===== src/rtl/hazard_stall_ctrl_if.sv =====
// rtl/hazard_stall_ctrl_if.sv - hazard/stall controller pipeline-control bundle
interface hazard_stall_ctrl_if;
  // ID-stage source operands
  logic [4:0] ID_Rs;
  logic [4:0] ID_Rt;
  logic       ID_usesRt;
  // EX-stage producer
  logic [4:0] EX_Rd;
  logic       EX_memRead;
  // ID-stage decode events
  logic       md_start;
  logic       branch_taken;
  logic       jump;
  // pipeline-register control
  logic       pc_write;
  logic       IFID_write;
  logic       IFID_flush;
  logic       IDEX_bubble;
  logic       md_busy;

  // pipeline side: supplies decode/hazard info, consumes control
  modport master (
    output ID_Rs,
    output ID_Rt,
    output ID_usesRt,
    output EX_Rd,
    output EX_memRead,
    output md_start,
    output branch_taken,
    output jump,
    input  pc_write,
    input  IFID_write,
    input  IFID_flush,
    input  IDEX_bubble,
    input  md_busy
  );

  // controller side
  modport slave (
    input  ID_Rs,
    input  ID_Rt,
    input  ID_usesRt,
    input  EX_Rd,
    input  EX_memRead,
    input  md_start,
    input  branch_taken,
    input  jump,
    output pc_write,
    output IFID_write,
    output IFID_flush,
    output IDEX_bubble,
    output md_busy
  );
endinterface


===== src/rtl/hazard_stall_ctrl.sv =====
// rtl/hazard_stall_ctrl.sv - load-use stall, mult/div occupancy and branch flush control (optional HAZARD_PERF_EN)
module hazard_stall_ctrl #(
  parameter int unsigned MD_LATENCY = 4
) (
  input  logic                 clk,
  input  logic                 rst,
  hazard_stall_ctrl_if.slave   bus
`ifdef HAZARD_PERF_EN
  ,
  output logic [31:0]          stall_cycles,
  output logic [15:0]          flush_count
`endif
);

  typedef enum logic [0:0] {
    ST_RUN     = 1'b0,
    ST_MD_WAIT = 1'b1
  } state_t;

  // MD_WAIT covers the EX cycles after the issue cycle, hence the minus one
  localparam logic [3:0] MD_LOAD  = 4'(MD_LATENCY - 1);
  localparam bit         MD_MULTI = (MD_LATENCY > 1);

  state_t     state_q, state_d;
  logic [3:0] cnt_q, cnt_d;

  logic load_use;
  logic redirect;
  logic pc_write_c;
  logic ifid_write_c;
  logic ifid_flush_c;
  logic idex_bubble_c;
  logic md_busy_c;

  // load-use hazard that forwarding cannot resolve; r0 is never a real dependency
  always_comb begin
    load_use = 1'b0;
    if (bus.EX_memRead && (bus.EX_Rd != 5'd0)) begin
      if (bus.EX_Rd == bus.ID_Rs) begin
        load_use = 1'b1;
      end else if (bus.ID_usesRt && (bus.EX_Rd == bus.ID_Rt)) begin
        load_use = 1'b1;
      end
    end
  end

  assign redirect = bus.branch_taken | bus.jump;

  // next-state and Mealy control outputs; reset forces free-running pipeline control
  always_comb begin
    state_d       = state_q;
    cnt_d         = cnt_q;
    pc_write_c    = 1'b1;
    ifid_write_c  = 1'b1;
    ifid_flush_c  = 1'b0;
    idex_bubble_c = 1'b0;
    md_busy_c     = 1'b0;

    if (rst) begin
      state_d = ST_RUN;
      cnt_d   = 4'd0;
    end else begin
      unique case (state_q)
        ST_RUN: begin
          if (load_use) begin
            // hold PC and IF/ID so the dependent instruction is re-presented
            pc_write_c    = 1'b0;
            ifid_write_c  = 1'b0;
            idex_bubble_c = 1'b1;
          end else if (bus.md_start) begin
            // mult/div issues normally this cycle, then owns EX
            if (MD_MULTI) begin
              state_d = ST_MD_WAIT;
              cnt_d   = MD_LOAD;
            end
          end else if (redirect) begin
            ifid_flush_c = 1'b1;
          end
        end
        ST_MD_WAIT: begin
          // EX is occupied; every other request waits
          pc_write_c    = 1'b0;
          ifid_write_c  = 1'b0;
          idex_bubble_c = 1'b1;
          md_busy_c     = 1'b1;
          if (cnt_q <= 4'd1) begin
            state_d = ST_RUN;
            cnt_d   = 4'd0;
          end else begin
            cnt_d   = cnt_q - 4'd1;
          end
        end
        default: begin
          state_d = ST_RUN;
          cnt_d   = 4'd0;
        end
      endcase
    end
  end

  // state and occupancy counter registers
  always_ff @(posedge clk) begin
    if (rst) begin
      state_q <= ST_RUN;
      cnt_q   <= 4'd0;
    end else begin
      state_q <= state_d;
      cnt_q   <= cnt_d;
    end
  end

  assign bus.pc_write    = pc_write_c;
  assign bus.IFID_write  = ifid_write_c;
  assign bus.IFID_flush  = ifid_flush_c;
  assign bus.IDEX_bubble = idex_bubble_c;
  assign bus.md_busy     = md_busy_c;

`ifdef HAZARD_PERF_EN
  logic [31:0] stall_cycles_q, stall_cycles_d;
  logic [15:0] flush_count_q, flush_count_d;

  // saturating event counts of bubble and flush cycles
  always_comb begin
    stall_cycles_d = stall_cycles_q;
    flush_count_d  = flush_count_q;
    if (idex_bubble_c && (stall_cycles_q != 32'hFFFF_FFFF)) begin
      stall_cycles_d = stall_cycles_q + 32'd1;
    end
    if (ifid_flush_c && (flush_count_q != 16'hFFFF)) begin
      flush_count_d = flush_count_q + 16'd1;
    end
  end

  // performance counter registers
  always_ff @(posedge clk) begin
    if (rst) begin
      stall_cycles_q <= 32'd0;
      flush_count_q  <= 16'd0;
    end else begin
      stall_cycles_q <= stall_cycles_d;
      flush_count_q  <= flush_count_d;
    end
  end

  assign stall_cycles = stall_cycles_q;
  assign flush_count  = flush_count_q;
`endif

endmodule

===== src/flat_wrapper.sv =====
// flat-port wrapper written by rule: the top's interface ports become plain ports
module hazard_stall_ctrl_flat 
#(
  parameter int unsigned MD_LATENCY = 4
)
  (clk, rst, bus_ID_Rs, bus_ID_Rt, bus_ID_usesRt, bus_EX_Rd, bus_EX_memRead, bus_md_start, bus_branch_taken, bus_jump, bus_pc_write, bus_IFID_write, bus_IFID_flush, bus_IDEX_bubble, bus_md_busy);
  hazard_stall_ctrl_if bus_i ();
  input  logic clk;
  input  logic rst;
  input wire logic [$bits(bus_i.ID_Rs)-1:0] bus_ID_Rs;
  input wire logic [$bits(bus_i.ID_Rt)-1:0] bus_ID_Rt;
  input wire logic [$bits(bus_i.ID_usesRt)-1:0] bus_ID_usesRt;
  input wire logic [$bits(bus_i.EX_Rd)-1:0] bus_EX_Rd;
  input wire logic [$bits(bus_i.EX_memRead)-1:0] bus_EX_memRead;
  input wire logic [$bits(bus_i.md_start)-1:0] bus_md_start;
  input wire logic [$bits(bus_i.branch_taken)-1:0] bus_branch_taken;
  input wire logic [$bits(bus_i.jump)-1:0] bus_jump;
  output wire logic [$bits(bus_i.pc_write)-1:0] bus_pc_write;
  output wire logic [$bits(bus_i.IFID_write)-1:0] bus_IFID_write;
  output wire logic [$bits(bus_i.IFID_flush)-1:0] bus_IFID_flush;
  output wire logic [$bits(bus_i.IDEX_bubble)-1:0] bus_IDEX_bubble;
  output wire logic [$bits(bus_i.md_busy)-1:0] bus_md_busy;
  assign bus_i.ID_Rs = bus_ID_Rs;
  assign bus_i.ID_Rt = bus_ID_Rt;
  assign bus_i.ID_usesRt = bus_ID_usesRt;
  assign bus_i.EX_Rd = bus_EX_Rd;
  assign bus_i.EX_memRead = bus_EX_memRead;
  assign bus_i.md_start = bus_md_start;
  assign bus_i.branch_taken = bus_branch_taken;
  assign bus_i.jump = bus_jump;
  assign bus_pc_write = bus_i.pc_write;
  assign bus_IFID_write = bus_i.IFID_write;
  assign bus_IFID_flush = bus_i.IFID_flush;
  assign bus_IDEX_bubble = bus_i.IDEX_bubble;
  assign bus_md_busy = bus_i.md_busy;
  hazard_stall_ctrl #(.MD_LATENCY(MD_LATENCY)) u_core (.clk(clk), .rst(rst), .bus(bus_i));
endmodule

===== config.mk =====
export PLATFORM = sky130hd
export DESIGN_NAME = hazard_stall_ctrl_flat
export DESIGN_NICKNAME = d
export VERILOG_FILES = /design/src/rtl/hazard_stall_ctrl_if.sv /design/src/rtl/hazard_stall_ctrl.sv /design/src/flat_wrapper.sv
export SDC_FILE = /design/constraint.sdc
export NUM_CORES = 1
export LEC_CHECK = 0
export BUFFER_PORTS_ARGS = -buffer_cell sky130_fd_sc_hd__buf_4
export CAP_MARGIN = 15
export CORE_AREA = 2 2 39 41
export DETAILED_ROUTE_END_ITERATION = 16
export DIE_AREA = 0 0 41 43
export GPL_TIMING_DRIVEN = 0
export PLACE_DENSITY = 0.66
export SKIP_LAST_GASP = 1
export SYNTH_ARGS = -nofsm -noshare
export SYNTH_HDL_FRONTEND = slang
export SYNTH_SLANG_ARGS = --single-unit

===== constraint.sdc =====
create_clock -name clk -period 1.3 [get_ports clk]
set_input_delay 0.13 -clock clk [delete_from_list [all_inputs] [get_ports clk]]
set_output_delay 0.13 -clock clk [all_outputs]
set_load 0.05 [all_outputs]

Word-level counts from Yosys, hierarchy flattened --
Index checks and enable logic that the tools add are counted.
Operators by class: add/sub/neg operators 1, magnitude comparators 1, equal/unequal tests 4, muxes and demuxes 24, bitwise logic cells 2, reduce and logical (&&, ||, !) cells 4
Operator list (count):
- $mux W1 | 17
- $mux W4 | 3
- $eq A5 B5 Y1 | 2
- $pmux W4 S2 | 1
- $pmux W1 S2 | 3
- $reduce_bool A5 Y1 | 1
- $le A4 B1 Y1 const B | 1
- $ne A2 B2 Y1 const B | 2
- $sub A4 B1 Y4 const B | 1
- $logic_and A1 B1 Y1 | 2
- $reduce_and A2 Y1 | 1
- $not A1 Y1 | 1
- $or A1 B1 Y1 | 1
Word-level totals: register bits after elaboration 5, input port bits 22, word-level logic and storage cells 38

Longest topological paths before layout --
depth in word-level cells 8, depth in mapped cells 7, depth with buffers taken out 7

Worst setup path before layout --
No wires, ideal clock.
path kind input to output, start point in bus_EX_Rd[0], end point out bus_pc_write, arrival time 2009 ps, setup slack -839 ps, stages 5, buffers on the path 1, cells stage by stage or4_4 o21ai_2 nor2_1 o21bai_1 buf_4
Between the ends: cells in the longest elaborated chain, start to end 8, elaborated cells on any way between the ends 11, those cells by class eq/ne (2); mux (6); reduce/logical (3)
Ends and longest elaborated chain:
- start, declared | RTL line flat_wrapper.sv:13 | input wire logic [$bits(bus_i.EX_Rd)-1:0] bus_EX_Rd;
- $eq A5 B5 Y1 | RTL line hazard_stall_ctrl.sv:41 | end else if (bus.ID_usesRt && (bus.EX_Rd == bus.ID_Rt)) begin
- $logic_and A1 B1 Y1 | RTL line hazard_stall_ctrl.sv:41
- $mux W1 | RTL line hazard_stall_ctrl.sv:41
- $mux W1 | RTL line hazard_stall_ctrl.sv:39 | if (bus.EX_Rd == bus.ID_Rs) begin
- $mux W1 (*) | RTL line hazard_stall_ctrl.sv:38 | if (bus.EX_memRead && (bus.EX_Rd != 5'd0)) begin
- $mux W1 (*)
- $pmux W1 S2 (*)
- $mux W1 (*)
- end, declared | RTL line flat_wrapper.sv:18 | output wire logic [$bits(bus_i.pc_write)-1:0] bus_pc_write;
Mark *: on every way between the ends. The rest lies on a longest branch, timed or not.

Worst setup path after layout --
start point in bus_EX_Rd[0], end point out bus_pc_write
Between the ends: cells in the longest elaborated chain, start to end 8, elaborated cells on any way between the ends 11, those cells by class eq/ne (2); mux (6); reduce/logical (3)
Ends and longest elaborated chain:
- $eq A5 B5 Y1 | RTL line hazard_stall_ctrl.sv:41
- $logic_and A1 B1 Y1 | RTL line hazard_stall_ctrl.sv:41
- $mux W1 | RTL line hazard_stall_ctrl.sv:41
- $mux W1 | RTL line hazard_stall_ctrl.sv:39
- $mux W1 (*) | RTL line hazard_stall_ctrl.sv:38
- $mux W1 (*) | RTL line hazard_stall_ctrl.sv:65 | if (load_use) begin
- $pmux W1 S2 (*) | RTL line hazard_stall_ctrl.sv:63 | unique case (state_q)
- $mux W1 (*) | RTL line hazard_stall_ctrl.sv:59 | if (rst) begin
Marks and branches as above.

==> results.json <==
{
  "viasPerCell": 4.887,
  "grt_max_degree": 8,
  "die_h_um": 43,
  "end_kind": "output port",
  "rows": 14,
  "first_global_vias": 540,
  "setup_viol": 5,
  "die_area_um2": 1763,
  "irDropWorstVdd_uv": 357.5,
  "cts_root_buffer": "clkbuf_4",
  "violations": "setup timing",
  "synth_cell_type_count": 24,
  "hold_violations": 0,
  "routed_wl_um": 1317,
  "clk_pin_slew_ns": 0.04,
  "die_w_um": 41,
  "status": "finished with violations",
  "seq_area_um2": 110.1,
  "final_layout_size_suffix_gt1_share_pct": 65.56,
  "use_met1_pct": 15.16,
  "yosysWarnings": 0,
  "multiInputGateArea_um2": 434.2,
  "placed_area_um2": 701.9,
  "cts_buffers": 3,
  "grt_pass1_wl_um": 2035,
  "syn_inst": 53,
  "r2r_slack_ns": -0.13,
  "place.gp.congestion": 0.6021,
  "clock_skew_ns": 0.004036,
  "drc": 0,
  "max_freq_mhz": 647.3,
  "finalInstanceArea_um2": 907.1,
  "min_path_type": "in -> reg",
  "required_ns": 1.17,
  "core_region_area_um2": 1384,
  "nets": 115,
  "fin_crit_ns": 1.545,
  "first_pass_iters": 4,
  "dp_hpwl_um": 907.7,
  "clkLatencyLatePin_ns": 0.25,
  "avgSynthCellArea_um2": 8.239,
  "ys_ff_latch": 5,
  "post-route-period-util_pct": 118.8,
  "grt_overflow": 0,
  "finalWorstSetupSlack_ns": -0.2450,
  "max-slew-margin-rel_pct": 76.52,
  "grt.met3_usage_pct": 0.5236,
  "cts.sinks": 5,
  "drt-initial-drc-count": 1,
  "clock_path_buffers": 2,
  "boundaryPins": 27,
  "syn_area_um2": 436.7,
  "vias": 518,
  "port_buffers": 26,
  "ant_nets": 0,
  "antenna_cells": 0,
  "crit_type": "in -> out",
  "fillers": 119,
  "htree_num_levels": 1,
  "maxSlewViolCount": 0,
  "antenna_found_initial": 0,
  "pwr_density_cell_nw_per_um2": 867.1,
  "p_leak_nw": 0.3691,
  "rsz0062_at_grt": "true",
  "met2_usage_pct": 34.06,
  "area_growth_pct": 107.7,
  "maxCapViolCount": 0,
  "worstMarginPinSlew_ns": 0.3522,
  "syn_nets": 77,
  "ys_seq_area_share_pct": 22.92,
  "start_kind": "input port",
  "busiest_layer": "met2",
  "cp_max_fo": 3,
  "routedWlPerCell_um": 12.42,
  "start_util_pct": 31.56,
  "setup_tns_ns": -0.9864,
  "cts_tree": "yes",
  "grt.total_usage_pct": 16.68,
  "arrival_ns": 1.41,
  "hold_buffers": 0,
  "p_total_mw": 0.7866
}
==> stage by stage <==
| stage | hold slack, ns | worst slack [ns] | util, % | instances |
|---|---|---|---|---|
| 3_3_place_gp | 0.4436 | -0.4025 | 50.72 | 95 |
| 2_1_floorplan | 0.2878 | -0.3070 | - | 53 |
| 5_1_grt | 0.1971 | -0.2969 | 65.55 | 106 |
| 4_1_cts | 0.2111 | -0.2474 | 62.12 | 105 |
| 3_5_place_dp | 0.4473 | -0.3904 | 50.72 | 95 |
| 6_report | 0.1899 | -0.2450 | 65.55 | 106 |
==> routing by layer <==
| metal | wire length (um) | vias to the layer above |
|---|---|---|
| met5 | 0 | - |
| met4 | 17 | 0 |
| met3 | 46 | 2 |
| met2 | 857 | 17 |
| met1 | 395 | 236 |
| li1 | - | 263 |
==> Yosys cell counts <==
library cell  number  area, um^2
ha_1               2       25.02
o21bai_1           1       7.510
xor2_1             9       78.83
inv_1              3       11.26
a21oi_1            3       15.01
o21ai_0            4       20.02
o21ai_2            2       17.52
or2_2              1       6.260
o21a_1             1       7.510
a31o_1             1       8.760
a32oi_1            1       8.760
buf_4              1       7.510
nor4_2             1       12.51
dfxtp_1            5       100.1
or4_4              1       11.26
nor2_1             7       26.28
or4b_1             1       10.01
nand4_1            1       6.260
nor2b_1            1       6.260
nor3_1             2       10.01
o21ba_2            1       10.01
o31ai_1            2       15.01
xnor2_1            1       8.760
nor4_1             1       6.260
==> final cells by class <==
type	count	area share, %
Inverter	3	1.793
Sequential cell	5	12.14
Multi-Input combinational cell	44	47.86
Buffer	1	1.241
Tap cell	16	2.207
Clock buffer	4	2.897
Timing Repair Buffer	33	31.86
==> kinds of logic after synthesis <==
kind of cell / after synthesis / synth area share, %
fa+ha+maj: 2 / 5.730
simple gates: 16 / 21.78
compound gates: 16 / 25.22
xor+xnor: 10 / 20.06
buf+inv: 4 / 4.298
flops: 5 / 22.92
==> critical path: stages <==
cell	delay, ns
buf_8	0.10
or4_4	0.54
o21ai_4	0.17
nor2_4	0.08
o21bai_4	0.15
buf_6	0.11
buf_8	0.13
==> repair_timing <==
action | 4_1_cts | 5_1_grt
endpoints found under the setup margin | 9 | 9
buffers inserted | 7 | 1
resized for setup | 22 | 12
pin swaps | 9 | 5
==> path summary, 6_finish.rpt <==
check	from	to	depth (start not counted)
worst min register to register	u_core.cnt_q[1]$_SDFFE_PP0P_	u_core.cnt_q[1]$_SDFFE_PP0P_	2
worst max register to register	u_core.cnt_q[2]$_SDFFE_PP0P_	u_core.cnt_q[3]$_SDFFE_PP0P_	5
worst max-delay path	bus_EX_Rd[0]	bus_pc_write	7
worst min-delay path	bus_md_start	u_core.cnt_q[1]$_SDFFE_PP0P_	3
==> state kept, by name, indices dropped and copies added (netlist names) <==
name            cells
u_core.cnt_q        4
u_core.state_q      1
==> placed cells by master, fill, tap and decap left out, drive strengths merged, types with 2 or more instances in the layout <==
cell type  count
nor4           2
o31ai          2
buf           34
inv            3
a21oi          3
o21ai          6
dfxtp          5
clkbuf         4
nor3           2
nor2           7
xor2           9
ha             2
==> power breakdown <==
group	internal, mW	leakage (nW)	switching (mW)
Combinational	0.207	0.311	0.187
Clock	0.116	0.0150	0.0691
Sequential	0.176	0.0430	0.0308
Total	0.499	0.369	0.287
Note: power is estimated with default switching activity, not from simulation.
